$ cat src/rtl/fetch_queue_pkg.sv
// Shared width helpers and the default line type for the line-write / word-read fetch queue.
package fetch_queue_pkg;

  localparam int DEF_DATA_WIDTH  = 32;
  localparam int DEF_LINE_WORDS  = 4;
  localparam int DEF_DEPTH_WORDS = 64;

  // Word-offset width within a line.
  function automatic int ow_f(input int line_words);
    return $clog2(line_words);
  endfunction

  // Word-pointer width including the wrap bit.
  function automatic int pw_f(input int depth_words);
    return $clog2(depth_words) + 1;
  endfunction

  typedef logic [DEF_LINE_WORDS-1:0][DEF_DATA_WIDTH-1:0] line_t;

endpackage

$ cat src/rtl/fq_line_ram.sv
// Register-array storage: one line-wide write port at a line-aligned address, one word-wide async read port.
module fq_line_ram
  import fetch_queue_pkg::*;
#(
  parameter int DATA_WIDTH  = DEF_DATA_WIDTH,
  parameter int LINE_WORDS  = DEF_LINE_WORDS,
  parameter int DEPTH_WORDS = DEF_DEPTH_WORDS,
  localparam int OW    = ow_f(LINE_WORDS),
  localparam int AW    = pw_f(DEPTH_WORDS) - 1,
  localparam int LA    = AW - OW,
  localparam int LINES = DEPTH_WORDS / LINE_WORDS
) (
  input  logic                             clk,
  input  logic                             we,
  input  logic [LA-1:0]                    wline,
  input  logic [LINE_WORDS*DATA_WIDTH-1:0] wdata,
  input  logic [AW-1:0]                    raddr,
  output logic [DATA_WIDTH-1:0]            rdata
);

  typedef logic [LINE_WORDS-1:0][DATA_WIDTH-1:0] row_t;

  row_t mem [LINES];

  // NOTE: storage has no reset; the queue pointers alone decide which entries are valid.
  always_ff @(posedge clk) begin
    if (we) mem[wline] <= wdata;
  end

  assign rdata = mem[raddr[AW-1:OW]][raddr[OW-1:0]];

endmodule

$ cat src/rtl/fetch_queue_lw.sv
// Fetch queue: accepts whole cache lines, hands out single words FWFT-style, with flush-and-skip redirect.
module fetch_queue_lw
  import fetch_queue_pkg::*;
#(
  parameter int DATA_WIDTH  = DEF_DATA_WIDTH,
  parameter int LINE_WORDS  = DEF_LINE_WORDS,
  parameter int DEPTH_WORDS = DEF_DEPTH_WORDS,
  parameter int AFULL_LINES = 1,
  localparam int OW = ow_f(LINE_WORDS),
  localparam int PW = pw_f(DEPTH_WORDS)
) (
  input  logic                             clk,
  input  logic                             reset,
  input  logic                             flush,
  input  logic [OW-1:0]                    offset,
  input  logic                             push_valid,
  output logic                             push_ready,
  input  logic [LINE_WORDS*DATA_WIDTH-1:0] push_data,
  output logic                             pop_valid,
  input  logic                             pop_ready,
  output logic [DATA_WIDTH-1:0]            pop_data,
  output logic [PW-1:0]                    count,
  output logic                             almost_full,
  output logic [PW-1:0]                    wp,
  output logic [PW-1:0]                    rp
);

  localparam logic [PW-1:0] DEPTH_P   = PW'(DEPTH_WORDS);
  localparam logic [PW-1:0] LINE_P    = PW'(LINE_WORDS);
  localparam logic [31:0]   AFULL_THR = 32'((AFULL_LINES + 1) * LINE_WORDS);

  logic [PW-1:0] wp_q, wp_d, rp_q, rp_d;
  logic [OW-1:0] skip_q, skip_d;
  logic          skip_pend_q, skip_pend_d;
  logic [PW-1:0] count_w, free_w;
  logic          push_fire, pop_fire;

  // Every flag below depends only on registered pointers, never on this cycle's handshakes.
  assign count_w     = wp_q - rp_q;
  assign free_w      = DEPTH_P - count_w;
  assign push_ready  = (free_w >= LINE_P);
  assign pop_valid   = (count_w != '0);
  assign almost_full = (32'(free_w) < AFULL_THR);

  assign push_fire = push_valid && push_ready && !flush;
  assign pop_fire  = pop_valid && pop_ready && !flush;

  // NOTE: every signal gets its hold value first so no path through this block infers a latch.
  always_comb begin
    wp_d        = wp_q;
    rp_d        = rp_q;
    skip_d      = skip_q;
    skip_pend_d = skip_pend_q;
    if (flush) begin
      wp_d        = '0;
      rp_d        = '0;
      skip_d      = offset;
      skip_pend_d = 1'b1;
    end else begin
      if (push_fire) begin
        wp_d        = wp_q + LINE_P;
        skip_pend_d = 1'b0;
      end
      // The skip lands on the same edge as the first post-flush line; the queue is empty then, so no pop overlaps it.
      rp_d = rp_q + PW'(pop_fire) + ((push_fire && skip_pend_q) ? PW'(skip_q) : '0);
    end
  end

  // NOTE: state registers use non-blocking assignments so all of them update together at the edge.
  always_ff @(posedge clk) begin
    if (!reset) begin
      wp_q        <= '0;
      rp_q        <= '0;
      skip_q      <= '0;
      skip_pend_q <= 1'b0;
    end else begin
      wp_q        <= wp_d;
      rp_q        <= rp_d;
      skip_q      <= skip_d;
      skip_pend_q <= skip_pend_d;
    end
  end

  fq_line_ram #(
    .DATA_WIDTH (DATA_WIDTH),
    .LINE_WORDS (LINE_WORDS),
    .DEPTH_WORDS(DEPTH_WORDS)
  ) u_ram (
    .clk  (clk),
    .we   (push_fire),
    .wline(wp_q[PW-2:OW]),
    .wdata(push_data),
    .raddr(rp_q[PW-2:0]),
    .rdata(pop_data)
  );

  assign count = count_w;
  assign wp    = wp_q;
  assign rp    = rp_q;

endmodule

$ cat config.mk
export PLATFORM = sky130hd
export DESIGN_NAME = fetch_queue_lw
export DESIGN_NICKNAME = d
export VERILOG_FILES = /design/src/rtl/fetch_queue_pkg.sv /design/src/rtl/fq_line_ram.sv /design/src/rtl/fetch_queue_lw.sv
export SDC_FILE = /design/constraint.sdc
export NUM_CORES = 2
export LEC_CHECK = 0
export BUFFER_PORTS_ARGS = -buffer_cell sky130_fd_sc_hd__buf_2
export CAP_MARGIN = 20
export CORE_MARGIN = 5
export CORE_UTILIZATION = 60
export CTS_CLUSTER_SIZE = 8
export DETAILED_ROUTE_END_ITERATION = 7
export PLACE_DENSITY = 0.82
export SLEW_MARGIN = 10
export SYNTH_ARGS = -nofsm -noshare
export SYNTH_HDL_FRONTEND = slang
export SYNTH_SLANG_ARGS = --single-unit
$ cat constraint.sdc
create_clock -name clk -period 34.8 [get_ports clk]
set_input_delay 5.22 -clock clk [delete_from_list [all_inputs] [get_ports clk]]
set_output_delay 5.22 -clock clk [all_outputs]
set_load 0.005 [all_outputs]
==> impl_metrics.json <==
{
  "status": "completed",
  "slew_viol_final": 0,
  "share_of_synthesized_registers_carrying_an_async_set_or_reset_pct": 0,
  "netlist-cell-type-count": 50,
  "count_of_flip_flops_with_a_built_in_enable_after_synthesis": 2048,
  "cts-buffers-inserted": 308,
  "cts_root_buffer": "sky130_fd_sc_hd__clkbuf_16",
  "numPortBuffers": 188,
  "cts.repair_timing.setup_buffer_count": 0,
  "setup-violations-final": 0,
  "total_leakage_power_nw": 27.6,
  "vias": 38700,
  "io_pins": 191,
  "timing.slew.headroom_pct": 22.4,
  "worstSetupStartpointType": "flop",
  "rsz0062_at_grt": "false",
  "ys_ff_latch": 2063,
  "cts-htree-levels": 5,
  "numPlacedInstances": 4873,
  "grt_first_pass_wirelength_um": 311000,
  "clock_tree_from_tritoncts": "yes",
  "gr-usage-all-layers_pct": 32.7,
  "layout.nets": 3591,
  "power_density_over_the_cells_mw_per_mm2": 60.9,
  "first_global_vias": 40000,
  "post-route-drc-count": 0,
  "most_frequent_cells_in_the_layout": "sky130_fd_sc_hd__edfxtp_1, sky130_fd_sc_hd__mux4_2, sky130_fd_sc_hd__clkbuf_16",
  "power_consumption_w": 0.00547,
  "drt-wirelength-per-cell_um": 42.5,
  "syn-cell-area_mm2": 0.0786,
  "critical_path_required_ps": 29580,
  "timing_hold_violations_final": 0,
  "fp.dieArea_mm2": 0.138,
  "crit_path_category": "reg -> out",
  "timing.clock.skew_ps": 47.3,
  "buffer_depth_of_the_longest_clock_path": 4,
  "cts.reportedPaths.clkPinSlew_ps": 50,
  "dp_hpwl_um": 99600,
  "critPathCaptureType": "output pin",
  "firstDrtPassIters": 5,
  "insertion_delay_of_the_later_clocked_pin_in_the_worst_skew_pair_ps": 910,
  "cts_hold_buf": 0,
  "starting_density_of_the_core_pct": 60.6,
  "drt_iter0_markers": 6226,
  "postCtsResizedCells": 0,
  "final_layout_size_suffix_gt1_share_pct": 36.4,
  "design.core.area_mm2": 0.130,
  "maximum_ir_drop_on_the_vdd_rail_v": 0.0000685,
  "die_width_um": 372,
  "synth_sequential_area_ratio_pct": 78.6,
  "globalplace.congestion": 0.779,
  "ys_warn_count": 0,
  "postSynthCellCount": 3043,
  "hold_crit_class": "reg -> reg",
  "placement.setup.worst_slack_ps": 24160,
  "detail_route.vias_per_cell": 7.36,
  "antenna_found_initial": 63,
  "syn_to_final_growth_pct": 14.3,
  "core.rowCount": 132,
  "die_height_um": 372,
  "post_synth.cell_area_avg_um2": 25.8,
  "setup_ws_ps": 23400,
  "detail-route-antenna-nets": 0,
  "globalRoute.totalOverflow": 0,
  "post_layout_nonfiller_instances": 5251,
  "timing_worst_slew_pin_value_ps": 1160,
  "numClockSinks": 2063,
  "synth_flop_cell": "sky130_fd_sc_hd__edfxtp_1",
  "cp_max_fo": 109,
  "maxCapViolCount": 0,
  "grt_start_max_net_pins": 146,
  "finalWirelength_um": 223000,
  "timing.final.crit_share_pct": 32.8,
  "totalNegativeSetupSlack_ps": 0,
  "layout_commonest_cell": "sky130_fd_sc_hd__edfxtp_1",
  "layout_min_cycle_time_ps": 11400,
  "critPathArrivalTime_ps": 6180,
  "fmax_mhz": 87.7
}
[power by group]
group | internal, W | switching (W) | leakage [nW]
Sequential | 0.00275 | 0.00000540 | 18.6
Combinational | 0.0000338 | 0.0000736 | 5.09
Clock | 0.00159 | 0.00102 | 3.95
Total | 0.00437 | 0.00110 | 27.6
[state kept, by name, summed over array words and instances, names as in the netlist]
| name | flops |
|---|---|
| skip_q | 2 |
| u_ram.mem | 2048 |
| rp | 7 |
| skip_pend_q | 1 |
| wp | 5 |
[worst max-delay path: stages (launching register included)]
cell and delay, ps:
sky130_fd_sc_hd__dfxtp_4 810, sky130_fd_sc_hd__buf_12 650, sky130_fd_sc_hd__buf_12 740, sky130_fd_sc_hd__buf_4 890
sky130_fd_sc_hd__mux4_2 660, sky130_fd_sc_hd__mux4_2 460, sky130_fd_sc_hd__mux4_2 620, sky130_fd_sc_hd__buf_2 190
[synthesized netlist by cell type, drive strengths merged (2+ instances only)]
| master | count | area [um2] |
|---|---|---|
| edfxtp | 2048 | 61500 |
| mux4 | 669 | 15100 |
| clkbuf | 81 | 304 |
| buf | 74 | 415 |
| nand2 | 22 | 82.6 |
| and3 | 18 | 113 |
| dfxtp | 15 | 300 |
| nor2 | 13 | 48.8 |
| ha | 11 | 138 |
| inv | 11 | 41.3 |
| xnor2 | 7 | 61.3 |
| nand2b | 6 | 45.0 |
| o21ai | 6 | 30.0 |
| nand3 | 5 | 25.0 |
| nor2b | 5 | 31.3 |
| nor4 | 5 | 37.5 |
| a21oi | 4 | 20.0 |
| nand4b | 4 | 35.0 |
| xor2 | 4 | 35.0 |
| a31oi | 3 | 18.8 |
| mux2i | 3 | 30.0 |
| nand4 | 3 | 18.8 |
| or3 | 3 | 18.8 |
| fa | 2 | 40.0 |
| nor3 | 2 | 10.0 |
| nor3b | 2 | 20.0 |
| o211ai | 2 | 15.0 |
[per-stage QoR]
stage	instance area, um2	hold WS [ps]	util [%]
2_1_floorplan	78600	458	-
3_3_place_gp	81600	469	62.9
3_5_place_dp	81600	486	62.9
4_1_cts	89700	492	69.1
5_1_grt	89800	505	69.2
6_report	89800	502	69.2
[final timing paths]
path / start / to / slack [ps] / depth (start not counted)
setup / recovery: rp[2]$_SDFF_PP0_ / pop_data[4] / 23400 / 7
hold / removal: skip_pend_q$_SDFFE_PN0P_ / skip_pend_q$_SDFFE_PN0P_ / 500 / 2
setup reg to reg: rp[2]$_SDFF_PP0_ / u_ram.mem[13][70]$_DFFE_PP_ / 27440 / 13
hold reg to reg: skip_pend_q$_SDFFE_PN0P_ / skip_pend_q$_SDFFE_PN0P_ / 500 / 2
[cells by family after synthesis]
| kind of cell | share of synthesized area, % |
|---|---|
| AO/OA/AOI/OAI | 0.185 |
| XOR/XNOR | 0.123 |
| adder cells (fa/ha/maj) | 0.226 |
| buffers and inverters | 0.968 |
| flip-flops | 78.6 |
| multiplexers | 19.2 |
| other | 0.00477 |
| AND/OR/NAND/NOR | 0.681 |
[layout make-up]
type	instances	area, um2
Clock buffer	325	7900
Multi-Input combinational cell	815	16200
Antenna cell	40	100
Clock inverter	11	146
Timing Repair Buffer	244	1500
Fill cell	7097	40000
Sequential cell	2063	61800
Tap cell	1742	2180
Inverter	11	51.3
[layer usage]
| metal | global-route usage, % | up-vias | routed length [um] |
|---|---|---|---|
| li1 | - | 14100 | - |
| met1 | 39.8 | 20400 | 70000 |
| met2 | 56.3 | 3479 | 119000 |
| met3 | 6.65 | 686 | 21600 |
| met4 | 17.0 | 12 | 12600 |
| met5 | 0 | - | 75 |
Power figures use the tool's default switching activity.
